[config.mk]
export PLATFORM = sky130hd
export DESIGN_NAME = multicycle_ctrl
export DESIGN_NICKNAME = d
export VERILOG_FILES = /design/src/rtl/multicycle_ctrl.sv
export SDC_FILE = /design/constraint.sdc
export NUM_CORES = 1
export LEC_CHECK = 0
export ABC_AREA = 0
export CAP_MARGIN = 10
export CORE_ASPECT_RATIO = 2
export CORE_MARGIN = 2
export CORE_UTILIZATION = 46
export CTS_BUF_LIST = sky130_fd_sc_hd__clkbuf_8
export CTS_CLUSTER_DIAMETER = 120
export DETAILED_ROUTE_END_ITERATION = 10
export PLACE_DENSITY_LB_ADDON = 0.2
export SETUP_SLACK_MARGIN = 0.15
export SLEW_MARGIN = 20
export SYNTH_ARGS = -nofsm -noshare
export SYNTH_HDL_FRONTEND = slang
export SYNTH_SLANG_ARGS = --single-unit
[constraint.sdc]
create_clock -name clk -period 2.2 [get_ports clk]
set_input_delay 0.22 -clock clk [delete_from_list [all_inputs] [get_ports clk]]
set_output_delay 0.22 -clock clk [all_outputs]
set_load 0.005 [all_outputs]
[src/rtl/multicycle_ctrl.sv]
// Main control FSM for the multicycle MIPS datapath.
// Sequences IF/ID/EX/MEM/WB for R-type, lw, sw, beq, j and addi, stalls on
// mem_ready in IF, MR and MW, and counts retired instructions.
module multicycle_ctrl #(
  parameter int unsigned CNT_W        = 32,
  parameter bit          ILLEGAL_TRAP = 1'b0
) (
  input  logic             clk,
  input  logic             rst,
  input  logic [5:0]       op,
  input  logic             mem_ready,
  output logic             PCWrite,
  output logic             PCWriteCond,
  output logic             IorD,
  output logic             MemRead,
  output logic             MemWrite,
  output logic             IRWrite,
  output logic             MemtoReg,
  output logic             RegDst,
  output logic             RegWrite,
  output logic             ALUSrcA,
  output logic [1:0]       ALUSrcB,
  output logic [1:0]       PCSource,
  output logic [1:0]       ALUop,
  output logic [3:0]       state,
  output logic             illegal_op,
  output logic [CNT_W-1:0] inst_count
);

  typedef enum logic [3:0] {
    S_IF   = 4'd0,
    S_ID   = 4'd1,
    S_MA   = 4'd2,
    S_MR   = 4'd3,
    S_MWB  = 4'd4,
    S_MW   = 4'd5,
    S_EX   = 4'd6,
    S_RWB  = 4'd7,
    S_BR   = 4'd8,
    S_JP   = 4'd9,
    S_AI   = 4'd10,
    S_AIWB = 4'd11,
    S_HALT = 4'd12
  } state_t;

  localparam logic [5:0] OP_R    = 6'h00;
  localparam logic [5:0] OP_LW   = 6'h23;
  localparam logic [5:0] OP_SW   = 6'h2B;
  localparam logic [5:0] OP_BEQ  = 6'h04;
  localparam logic [5:0] OP_J    = 6'h02;
  localparam logic [5:0] OP_ADDI = 6'h08;

  state_t     state_q, state_n;
  logic [5:0] op_q;
  logic       retire;

  // State register, opcode capture in ID, and retired-instruction counter
  always_ff @(posedge clk) begin
    if (rst) begin
      state_q    <= S_IF;
      op_q       <= '0;
      inst_count <= '0;
    end else begin
      state_q <= state_n;
      if (state_q == S_ID) op_q <= op;
      if (retire) inst_count <= inst_count + CNT_W'(1);
    end
  end

  // Next-state and Moore/mem_ready-qualified output decode; reset gates everything
  always_comb begin
    state_n     = state_q;
    retire      = 1'b0;
    PCWrite     = 1'b0;
    PCWriteCond = 1'b0;
    IorD        = 1'b0;
    MemRead     = 1'b0;
    MemWrite    = 1'b0;
    IRWrite     = 1'b0;
    MemtoReg    = 1'b0;
    RegDst      = 1'b0;
    RegWrite    = 1'b0;
    ALUSrcA     = 1'b0;
    ALUSrcB     = 2'b00;
    PCSource    = 2'b00;
    ALUop       = 2'b00;
    illegal_op  = 1'b0;
    state       = state_q;

    case (state_q)
      S_IF: begin
        MemRead = 1'b1;
        ALUSrcB = 2'b01;
        IRWrite = mem_ready;
        PCWrite = mem_ready;
        if (mem_ready) state_n = S_ID;
      end
      S_ID: begin
        ALUSrcB = 2'b11;
        case (op)
          OP_R:          state_n = S_EX;
          OP_LW, OP_SW:  state_n = S_MA;
          OP_BEQ:        state_n = S_BR;
          OP_J:          state_n = S_JP;
          OP_ADDI:       state_n = S_AI;
          default: begin
            if (ILLEGAL_TRAP) begin
              state_n = S_HALT;
            end else begin
              state_n    = S_IF;
              illegal_op = 1'b1;
            end
          end
        endcase
      end
      S_MA: begin
        ALUSrcA = 1'b1;
        ALUSrcB = 2'b10;
        state_n = (op_q == OP_SW) ? S_MW : S_MR;
      end
      S_MR: begin
        IorD    = 1'b1;
        MemRead = 1'b1;
        if (mem_ready) state_n = S_MWB;
      end
      S_MWB: begin
        MemtoReg = 1'b1;
        RegWrite = 1'b1;
        state_n  = S_IF;
        retire   = 1'b1;
      end
      S_MW: begin
        IorD     = 1'b1;
        MemWrite = 1'b1;
        if (mem_ready) begin
          state_n = S_IF;
          retire  = 1'b1;
        end
      end
      S_EX: begin
        ALUSrcA = 1'b1;
        ALUop   = 2'b10;
        state_n = S_RWB;
      end
      S_RWB: begin
        RegDst   = 1'b1;
        RegWrite = 1'b1;
        state_n  = S_IF;
        retire   = 1'b1;
      end
      S_BR: begin
        ALUSrcA     = 1'b1;
        ALUop       = 2'b01;
        PCWriteCond = 1'b1;
        PCSource    = 2'b01;
        state_n     = S_IF;
        retire      = 1'b1;
      end
      S_JP: begin
        PCWrite  = 1'b1;
        PCSource = 2'b10;
        state_n  = S_IF;
        retire   = 1'b1;
      end
      S_AI: begin
        ALUSrcA = 1'b1;
        ALUSrcB = 2'b10;
        state_n = S_AIWB;
      end
      S_AIWB: begin
        RegWrite = 1'b1;
        state_n  = S_IF;
        retire   = 1'b1;
      end
      S_HALT: begin
        illegal_op = 1'b1;
      end
      default: state_n = S_IF;
    endcase

    // Reset aborts the current instruction immediately: no requests, no count
    if (rst) begin
      retire      = 1'b0;
      PCWrite     = 1'b0;
      PCWriteCond = 1'b0;
      IorD        = 1'b0;
      MemRead     = 1'b0;
      MemWrite    = 1'b0;
      IRWrite     = 1'b0;
      MemtoReg    = 1'b0;
      RegDst      = 1'b0;
      RegWrite    = 1'b0;
      ALUSrcA     = 1'b0;
      ALUSrcB     = 2'b00;
      PCSource    = 2'b00;
      ALUop       = 2'b00;
      illegal_op  = 1'b0;
      state       = '0;
    end
  end

endmodule

==> metrics, run 1 <==
status complete, no violations; post-synthesis mux area share 3.59%; placed cell area 0.00321 mm²; pwr dens 456 mW/mm²; die area between 0.006 and 0.007 mm²; post-synthesis adder-cell area fraction 0.506%; via count 2683; most frequent cell after synthesis dfxtp_1; core area 0.00518 mm²; max incr delay on CP between 0.5 and 0.6 ns; placed insts 428; PortBufs 61; Synth Flop Type dfxtp_1; layout cell share with drive strength beyond 1 ~16%; TNS Setup 0 ns; endpoint class of the critical path output port; dpl ws -0.0430 ns; Die H between 100 and 150 µm; XOR/XNOR Fraction of Synth Area 1.42%; DRT antenna net count 0; Synth Area per Inst 7.92 µm²; clk root buf clkbuf_8; Nets between 300 and 400; number of flops mapped to enable cells by yosys 0; Peak Freq approximately 0.50 GHz; Inserted Diodes 0; Site Rows 37; Compound-Gate Fraction of Synth Area 19.4%; Final Skew 0.0104 ns; post-DP HPWL 4950 µm; Die W 55.8 µm; Synth Cell Area 0.00247 mm²; Seq cells post-synth 42; Min Hold Slack 0.314 ns; Worst Hold Class input pin to register; CP max stage cell clkdlybuf4s50_1; final setup fails 0; routed len/inst 15.4 µm; critical path type register to output port; Period Utilization, post-route 90.5%; Post-synth top cells dfxtp_1 (42), a21oi_1 (31), nand2_1 (27); crit-path max FO 7; ranking of synthesized cells by area dfxtp_1 (34%), a21oi_1 (6.3%), o31ai_1 (5.2%); Synth Area in Simple Gates 35.7%; DR vias/cell between 6 and 7; sequential area share after synthesis 34.0%; CTS tree done; Ports 62; Tmin final 1.99 ns; yosys warns 0; Worst-path clk slew ~0.090 ns; Final Hold Viols 0; Layout Cells excl Fill 437; post-synthesis cell type count between 40 and 50; total power 1.55 mW; final setup margin 0.209 ns; WP data arrival between 1.5 and 2 ns; Net Count, Synth 322; async set-reset flop share out of synthesis 0%; Slew @ Worst Pin 0.460 ns; maximum vdd drop 537 µV; largest family of logic cells by synthesized area simple AND/OR/NAND/NOR gates; Area Overhead vs Synth 38.0%; gpl congestion about 0.86; initial antenna violation count 0; Max Buffers Root-to-Sink 2; CTS H-tree lvls 2; Worst-Skew Late Latency 0.30 ns; global-route wire length before repair 11000 µm; crit-path cells buf_4, nor2b_2, nand2b_1, nor3_2, clkdlybuf4s50_1; total CTS buffers 5; Crit path required time 1.98 ns; Buf+Inv Stages, Crit Path 2; Synth area leader dfxtp_1; drt first-iter violations 84; Max Cap Viol 0; CP startpoint kind register; Synth Instances ~310; total clock sinks 42; GRT Overall Usage roughly 22%; relative slew slack 68.9%; CP top delay family buffers and inverters; # DRC 0; Routed WL 6730 µm; largest net degree at the start of global routing 39; vias in the first global route 2522; DRT Pass-1 Iters 4; static leakage about 1.3 nW; post-synth top area share 34.0%; Final Cell Area 0.00341 mm²; GRT Residual Overflow 0; Final Slew Violations 0; RSZ-0062 raised after global routing no; initial core utilization 47.7%; end-of-flow core utilization 65.8%; hold buffers post-CTS 0
registers in the layout (all words and copies together) (netlist names):
name        count
inst_count     32
op_q            6
state_q         4
routing by layer:
metal	wire (µm)	vias to the layer above	part of all wire, %	global-route usage (%)
li1	-	1312	-	-
met1	2490	1284	37	22.9
met2	3740	66	56	42.1
met3	255	21	3.8	3.25
met4	235	0	3.5	13.4
met5	0	-	0	0
final timing paths:
| check | start | to | slack, ns | cells past startpoint |
|---|---|---|---|---|
| worst max-delay path | state_q[3]$_SDFFE_PP0P_ | ALUop[0] | 0.21 | 5 |
| worst min-delay path | rst | inst_count[14]$_SDFFE_PP0P_ | 0.31 | 2 |
| worst max register to register | inst_count[0]$_SDFFE_PP0P_ | inst_count[28]$_SDFFE_PP0P_ | 0.27 | 5 |
| worst min register to register | op_q[4]$_SDFFE_PP0P_ | op_q[4]$_SDFFE_PP0P_ | 0.45 | 2 |
cells by family (layout without fill, tap and decap cells):
| logic type | Yosys count | in the layout |
|---|---|---|
| XOR/XNOR | 4 | 4 |
| adder cells (fa/ha/maj) | 1 | 1 |
| AO/OA/AOI/OAI | 75 | 75 |
| AND/OR/NAND/NOR | 152 | 152 |
| flip-flops | 42 | 42 |
| multiplexers | 8 | 8 |
| buffers and inverters | 30 | 97 |
timing repair:
action	4_1_cts	5_1_grt
gates resized for setup	9	19
buffers inserted	0	1
setup endpoints to repair	15	18
pin swaps	0	2
layout by cell type, fill, tap and decap left out, drive strengths merged, types with 4 or more instances in the layout:
cell           synthesis  layout
xor2                   4       4
nand2                 27      27
and4                   4       4
nand3                 13      13
and3                   8       8
nand2b                 4       4
nor2                  22      22
clkbuf                 9       5
nor2b                 11      11
clkdlybuf4s50          0      53
or4                   16      16
a21oi                 31      31
buf                   14      22
nor4                   8       8
dlymetal6s2s           0       6
inv                    7       7
o41ai                  4       4
or3                    5       5
o21ai                 10      10
dfxtp                 42      42
mux2                   7       7
nand4                 14      14
nor3                  10      10
o31ai                 17      17
where the power goes:
group | switching (mW) | internal (mW)
Sequential | 0.00742 | 0.768
Clock | 0.277 | 0.334
Combinational | 0.0913 | 0.0767
layout make-up:
cell class	instances	area, µm²
fillers	459	1770
flip-flops and latches	42	851
clock inverters	3	40.0
repair buffers	82	790
clock buffers	5	68.8
inverters	7	26.3
well taps	58	72.6
multi-input cells	240	1560
Power figures use the tool's default switching activity.
==> run 2, diff against run 1 <==
Settings changed: MAX_ROUTING_LAYER from default to met4.
==> metrics, run 2 (synthesis results as in run 1) <==
layout cell share with drive strength beyond 1 15.8% (was 15.6%); PortBufs 61 (unchanged); via count 2686 (was 2683); most frequent cells in the layout clkdlybuf4s50_1 (53), dfxtp_1 (38), a21oi_1 (31) (unchanged); Buf+Inv Stages, Crit Path 2 (unchanged); core area 0.00518 mm² (unchanged); Site Rows 37 (unchanged); Tmin final 2.00 ns (was 1.99 ns); maximum vdd drop 538 µV (was 537 µV); drt first-iter violations 83 (was 84); Worst-Skew Late Latency 0.30 ns (about the same); DRT antenna net count 0 (unchanged); Period Utilization, post-route 90.7% (was 90.5%); commonest non-fill, non-tap cell in the layout clkdlybuf4s50_1 (unchanged); Final Skew 0.00955 ns (was 0.0104 ns); Nets 388 (unchanged); CTS H-tree lvls 2 (unchanged); Final Cell Area 0.00341 mm² (about the same); worst hold stages 2 (unchanged); RSZ-0062 raised after global routing no (unchanged); CTS tree done (unchanged); largest net degree at the start of global routing 39 (unchanged); Crit path required time 1.98 ns (about the same); critical path depth 5 (unchanged); Max Cap Viol 0 (unchanged); critical path type register to output port (unchanged); Biggest register inst_count (unchanged); die area 0.00601 mm² (unchanged); TNS Setup 0 ns (unchanged); # DRC 0 (unchanged); DRT Pass-1 Iters 4 (unchanged); Final Slew Violations 0 (unchanged); WP data arrival 1.78 ns (was 1.77 ns); GRT Residual Overflow 0 (unchanged); GRT Overall Usage 23.1% (was 22.5%); Inserted Diodes 0 (unchanged); gpl congestion 0.873 (was 0.859); CP startpoint kind register (unchanged); Die H 108 µm (unchanged); Ports 62 (unchanged); CP max stage cell clkdlybuf4s50_1 (unchanged); Area Overhead vs Synth 38.1% (was 38.0%); Final Hold Viols 0 (unchanged); total CTS buffers 5 (unchanged); clk root buf clkbuf_8 (unchanged); routed len/inst 15.4 µm (about the same); Slew @ Worst Pin 0.469 ns (was 0.460 ns); CP top delay family buffers and inverters (unchanged); final setup fails 0 (unchanged); biggest regs inst_count x32, op_q x6, state_q x4 (unchanged); Worst Hold Class input pin to register (unchanged); status complete, no violations (unchanged); placed cell area 0.00321 mm² (unchanged); Routed WL 6710 µm (was 6730 µm); post-DP HPWL 4950 µm (unchanged); vias in the first global route 2515 (was 2522); Die W 55.8 µm (unchanged); pwr dens 456 mW/mm² (about the same); global-route wire length before repair 11100 µm (was 11000 µm); Max Buffers Root-to-Sink 2 (unchanged); initial core utilization 47.7% (unchanged); crit-path cells buf_4, nor2b_2, nand2b_1, nor3_2, clkdlybuf4s50_1 (unchanged); total clock sinks 42 (unchanged); Peak Freq 0.501 GHz (was 0.502 GHz); max incr delay on CP 0.52 ns (about the same); relative slew slack 68.3% (was 68.9%); crit-path max FO 7 (unchanged); FF-to-FF path depth 5 (unchanged); Worst-path clk slew 0.09 ns (about the same); max reg flops 32 (unchanged); endpoint class of the critical path output port (unchanged); initial antenna violation count 0 (unchanged); hold buffers post-CTS 0 (unchanged); DR vias/cell 6.15 (was 6.14); static leakage 1.29 nW (about the same)
## run 2: area by class of cell
class / instances / area (µm²)
well taps: 58 / 72.6
inverters: 7 / 26.3
flip-flops and latches: 42 / 851
fillers: 457 / 1770
multi-input cells: 240 / 1570
clock buffers: 5 / 68.8
clock inverters: 3 / 40.0
repair buffers: 82 / 790
## run 2: what timing repair did
| item | in CTS | in global routing |
|---|---|---|
| setup buffers | 0 | 1 |
| endpoints found under the setup margin | 15 | 18 |
| pin swaps | 0 | 2 |
| gates resized for setup | 9 | 20 |
## run 2: metal layers
metal	routed length, µm	share of wire [%]	global-route usage, %
met5	0	0	-
met4	230	3.4	13.1
met3	255	3.8	3.00
met2	3750	56	42.3
met1	2470	37	23.2
## run 2: path summary, 6_finish.rpt
path                         startpoint                          end  slack (ns)
max             state_q[3]$_SDFFE_PP0P_                     ALUop[0]        0.20
min                                 rst  inst_count[14]$_SDFFE_PP0P_        0.32
max reg2reg  inst_count[0]$_SDFFE_PP0P_  inst_count[28]$_SDFFE_PP0P_        0.27
min reg2reg        op_q[2]$_SDFFE_PP0P_         op_q[2]$_SDFFE_PP0P_        0.45
## run 2: power breakdown
group,switching [mW],internal [mW],total (mW)
combinational,0.0912,0.0770,0.168
sequential,0.00749,0.768,0.776
clock,0.279,0.334,0.613
total,0.378,1.18,1.56
## run 2: worst register-to-register path, cell delays in order, from the launching register on
cell	delay [ns]
dfxtp_1	0.44
ha_1	0.22
and3b_1	0.26
nand4_4	0.19
nor4_1	0.35
mux2_2	0.37
## run 2: stage by stage
stage	utilization (%)	total power [mW]	hold WS (ns)	instances	setup slack, ns
global placement	61.8	0.955	0.440	428	0.00957
floorplan	-	0.878	0.356	312	0.447
global route	65.8	1.61	0.340	437	0.152
CTS	64.2	1.56	0.305	436	0.0193
finish	65.8	1.56	0.317	437	0.204
detailed placement	61.8	0.958	0.446	428	-0.0430
==> run 3, diff against run 2 <==
Settings changed: CORE_ASPECT_RATIO 2 to default, CTS_BUF_LIST sky130_fd_sc_hd__clkbuf_8 to default.
==> metrics, run 3 (synthesis results as in run 1) <==
maximum vdd drop 230 µV (was 538 µV); Worst Setup SP state_q[1]$_SDFFE_PP0P_ (was state_q[3]$_SDFFE_PP0P_); RR Startpoint inst_count[18]$_SDFFE_PP0P_ (was inst_count[0]$_SDFFE_PP0P_); CTS H-tree lvls 2 (unchanged); initial core utilization 48.1% (was 47.7%); Die W 77.3 µm (was 55.8 µm); Final Skew 0.00881 ns (was 0.00955 ns); # DRC 0 (unchanged); CP top delay family buffers and inverters (unchanged); Worst-path clk slew 0.07 ns (was 0.09 ns); Final Slew Violations 0 (unchanged); most frequent cells in the layout clkdlybuf4s50_1 (56), dfxtp_1 (39), a21oi_1 (31) (was clkdlybuf4s50_1 (53), dfxtp_1 (38), a21oi_1 (31)); DR vias/cell 5.73 (was 6.15); endpoint class of the critical path output port (unchanged); Final Hold Viols 0 (unchanged); Crit path required time 1.98 ns (about the same); Nets 394 (was 388); Slew @ Worst Pin 0.510 ns (was 0.469 ns); Worst Hold Class input pin to register (unchanged); placed insts 440 (was 428); status complete, no violations (unchanged); Min Hold Slack 0.278 ns (was 0.317 ns); biggest regs inst_count x32, op_q x6, state_q x4 (unchanged); Ports 62 (unchanged); largest net degree at the start of global routing 36 (was 39); max reg flops 32 (unchanged); Routed WL 6450 µm (was 6710 µm); hold buffers post-CTS 0 (unchanged); GRT Overall Usage 21.5% (was 23.1%); DRT antenna net count 0 (unchanged); relative slew slack 65.5% (was 68.3%); total CTS buffers 5 (unchanged); global-route wire length before repair 10300 µm (was 11100 µm); clk root buf clkbuf_8 (unchanged); post-DP HPWL 4580 µm (was 4950 µm); Clock Power Share 32.9% (was 39.4%); Biggest register inst_count (unchanged); core area 0.00514 mm² (was 0.00518 mm²); DRT Pass-1 Iters 4 (unchanged); pwr dens 415 mW/mm² (was 456 mW/mm²); Site Rows 26 (was 37); dpl ws -0.0361 ns (was -0.0430 ns); Die H 77.3 µm (was 108 µm); final setup fails 0 (unchanged); critical path type register to output port (unchanged); fillers 464 (was 457); Seq pwr share 54.1% (was 49.8%); GRT Residual Overflow 0 (unchanged); commonest non-fill, non-tap cell in the layout clkdlybuf4s50_1 (unchanged); RSZ-0062 raised after global routing yes (was no); Peak Freq 0.500 GHz (was 0.501 GHz); Tmin final 2.00 ns (about the same); PortBufs 61 (unchanged); via count 2602 (was 2686); Buf+Inv Stages, Crit Path 2 (unchanged); Layout Cells excl Fill 454 (was 437); Int Pwr 1.08 mW (was 1.18 mW); drt first-iter violations 124 (was 83); combinational fraction of design power 13.0% (was 10.8%); WP data arrival 1.78 ns (about the same); CP max stage cell clkdlybuf4s50_1 (unchanged); crit-path cells buf_6, nand2b_2, a21boi_0, nor3_1, clkdlybuf4s50_1 (was buf_4, nor2b_2, nand2b_1, nor3_2, clkdlybuf4s50_1); total clock sinks 42 (unchanged); sw power 351 µW (was 378 µW); gpl congestion 0.913 (was 0.873); Inserted Diodes 0 (unchanged); CTS tree done (unchanged); total power 1.43 mW (was 1.56 mW); final setup margin 0.200 ns (was 0.204 ns); Area Overhead vs Synth 39.2% (was 38.1%); Max Cap Viol 0 (unchanged); vias in the first global route 2282 (was 2515); CP startpoint kind register (unchanged); Max Buffers Root-to-Sink 2 (unchanged); die area 0.00598 mm² (was 0.00601 mm²); layout cell share with drive strength beyond 1 15.4% (was 15.8%); max incr delay on CP 0.52 ns (about the same); Period Utilization, post-route 90.9% (was 90.7%); HP Start rst (unchanged); crit-path max FO 11 (was 7); Worst-Skew Late Latency 0.30 ns (about the same); Sw Share 24.6% (was 24.3%); static leakage 1.24 nW (was 1.29 nW); initial antenna violation count 0 (unchanged); routed len/inst 14.2 µm (was 15.4 µm)
## run 3: cell count changes in the layout (fill, tap and decap cells not counted), sizes merged
| cell | before | now |
|---|---|---|
| buf | 22 | 28 |
| clkdlybuf4s50 | 53 | 56 |
| dlymetal6s2s | 6 | 3 |
| clkbuf | 5 | 7 |
| clkinv | 2 | 0 |
| bufinv | 1 | 0 |
## run 3: final timing paths
path	endpoint	slack, ns	depth (start not counted)
setup reg to reg	inst_count[31]$_SDFFE_PP0P_	0.24	4
hold reg to reg	op_q[0]$_SDFFE_PP0P_	0.46	2
setup / recovery	ALUSrcB[1]	0.20	5
hold / removal	inst_count[1]$_SDFFE_PP0P_	0.28	2
## run 3: power groups by stage
stage	Combinational, mW	Sequential (mW)	Clock (mW)
2_1_floorplan	0.0845	0.793	0
3_3_place_gp	0.160	0.793	0
3_5_place_dp	0.161	0.793	0
4_1_cts	0.161	0.774	0.480
5_1_grt	0.204	0.775	0.514
6_report	0.185	0.774	0.470
## run 3: cell type report
class | instances | area (µm²) | share of cell area, %
Clock buffer | 7 | 76.3 | 2.22
Sequential cell | 42 | 850 | 24.7
Timing Repair Buffer | 88 | 845 | 24.5
Inverter | 7 | 26.3 | 0.763
Tap cell | 70 | 87.6 | 2.54
Multi-Input combinational cell | 240 | 1560 | 45.3
## run 3: what timing repair did
action	in CTS	in global routing
setup endpoints to repair	11	11
buffers inserted	0	7
gates cloned	0	0
gates resized for setup	6	19
## run 3: metrics by stage
stage | TNS [ns] | cell area (µm²) | utilization (%)
after floorplan | 0 | 2470 | -
after CTS | 0 | 3300 | 64.3
after global routing | 0 | 3440 | 67.0
final | 0 | 3440 | 67.0
after detailed placement | -0.0361 | 3220 | 62.7
after global placement | 0 | 3220 | 62.7
## run 3: metal layers
metal | routed length, µm | track usage, % | part of all wire (%)
met1 | 2840 | 26.6 | 44
met2 | 3290 | 35.7 | 51
met3 | 254 | 4.00 | 3.9
met4 | 67 | 6.07 | 1.0
met5 | 0 | - | 0
## run 3: worst reg2reg max path: cells and delay by family, from the launching register on
family | cells | cell delay, ns
simple gates | 3 | 1.05
flops | 1 | 0.43
mux | 1 | 0.38
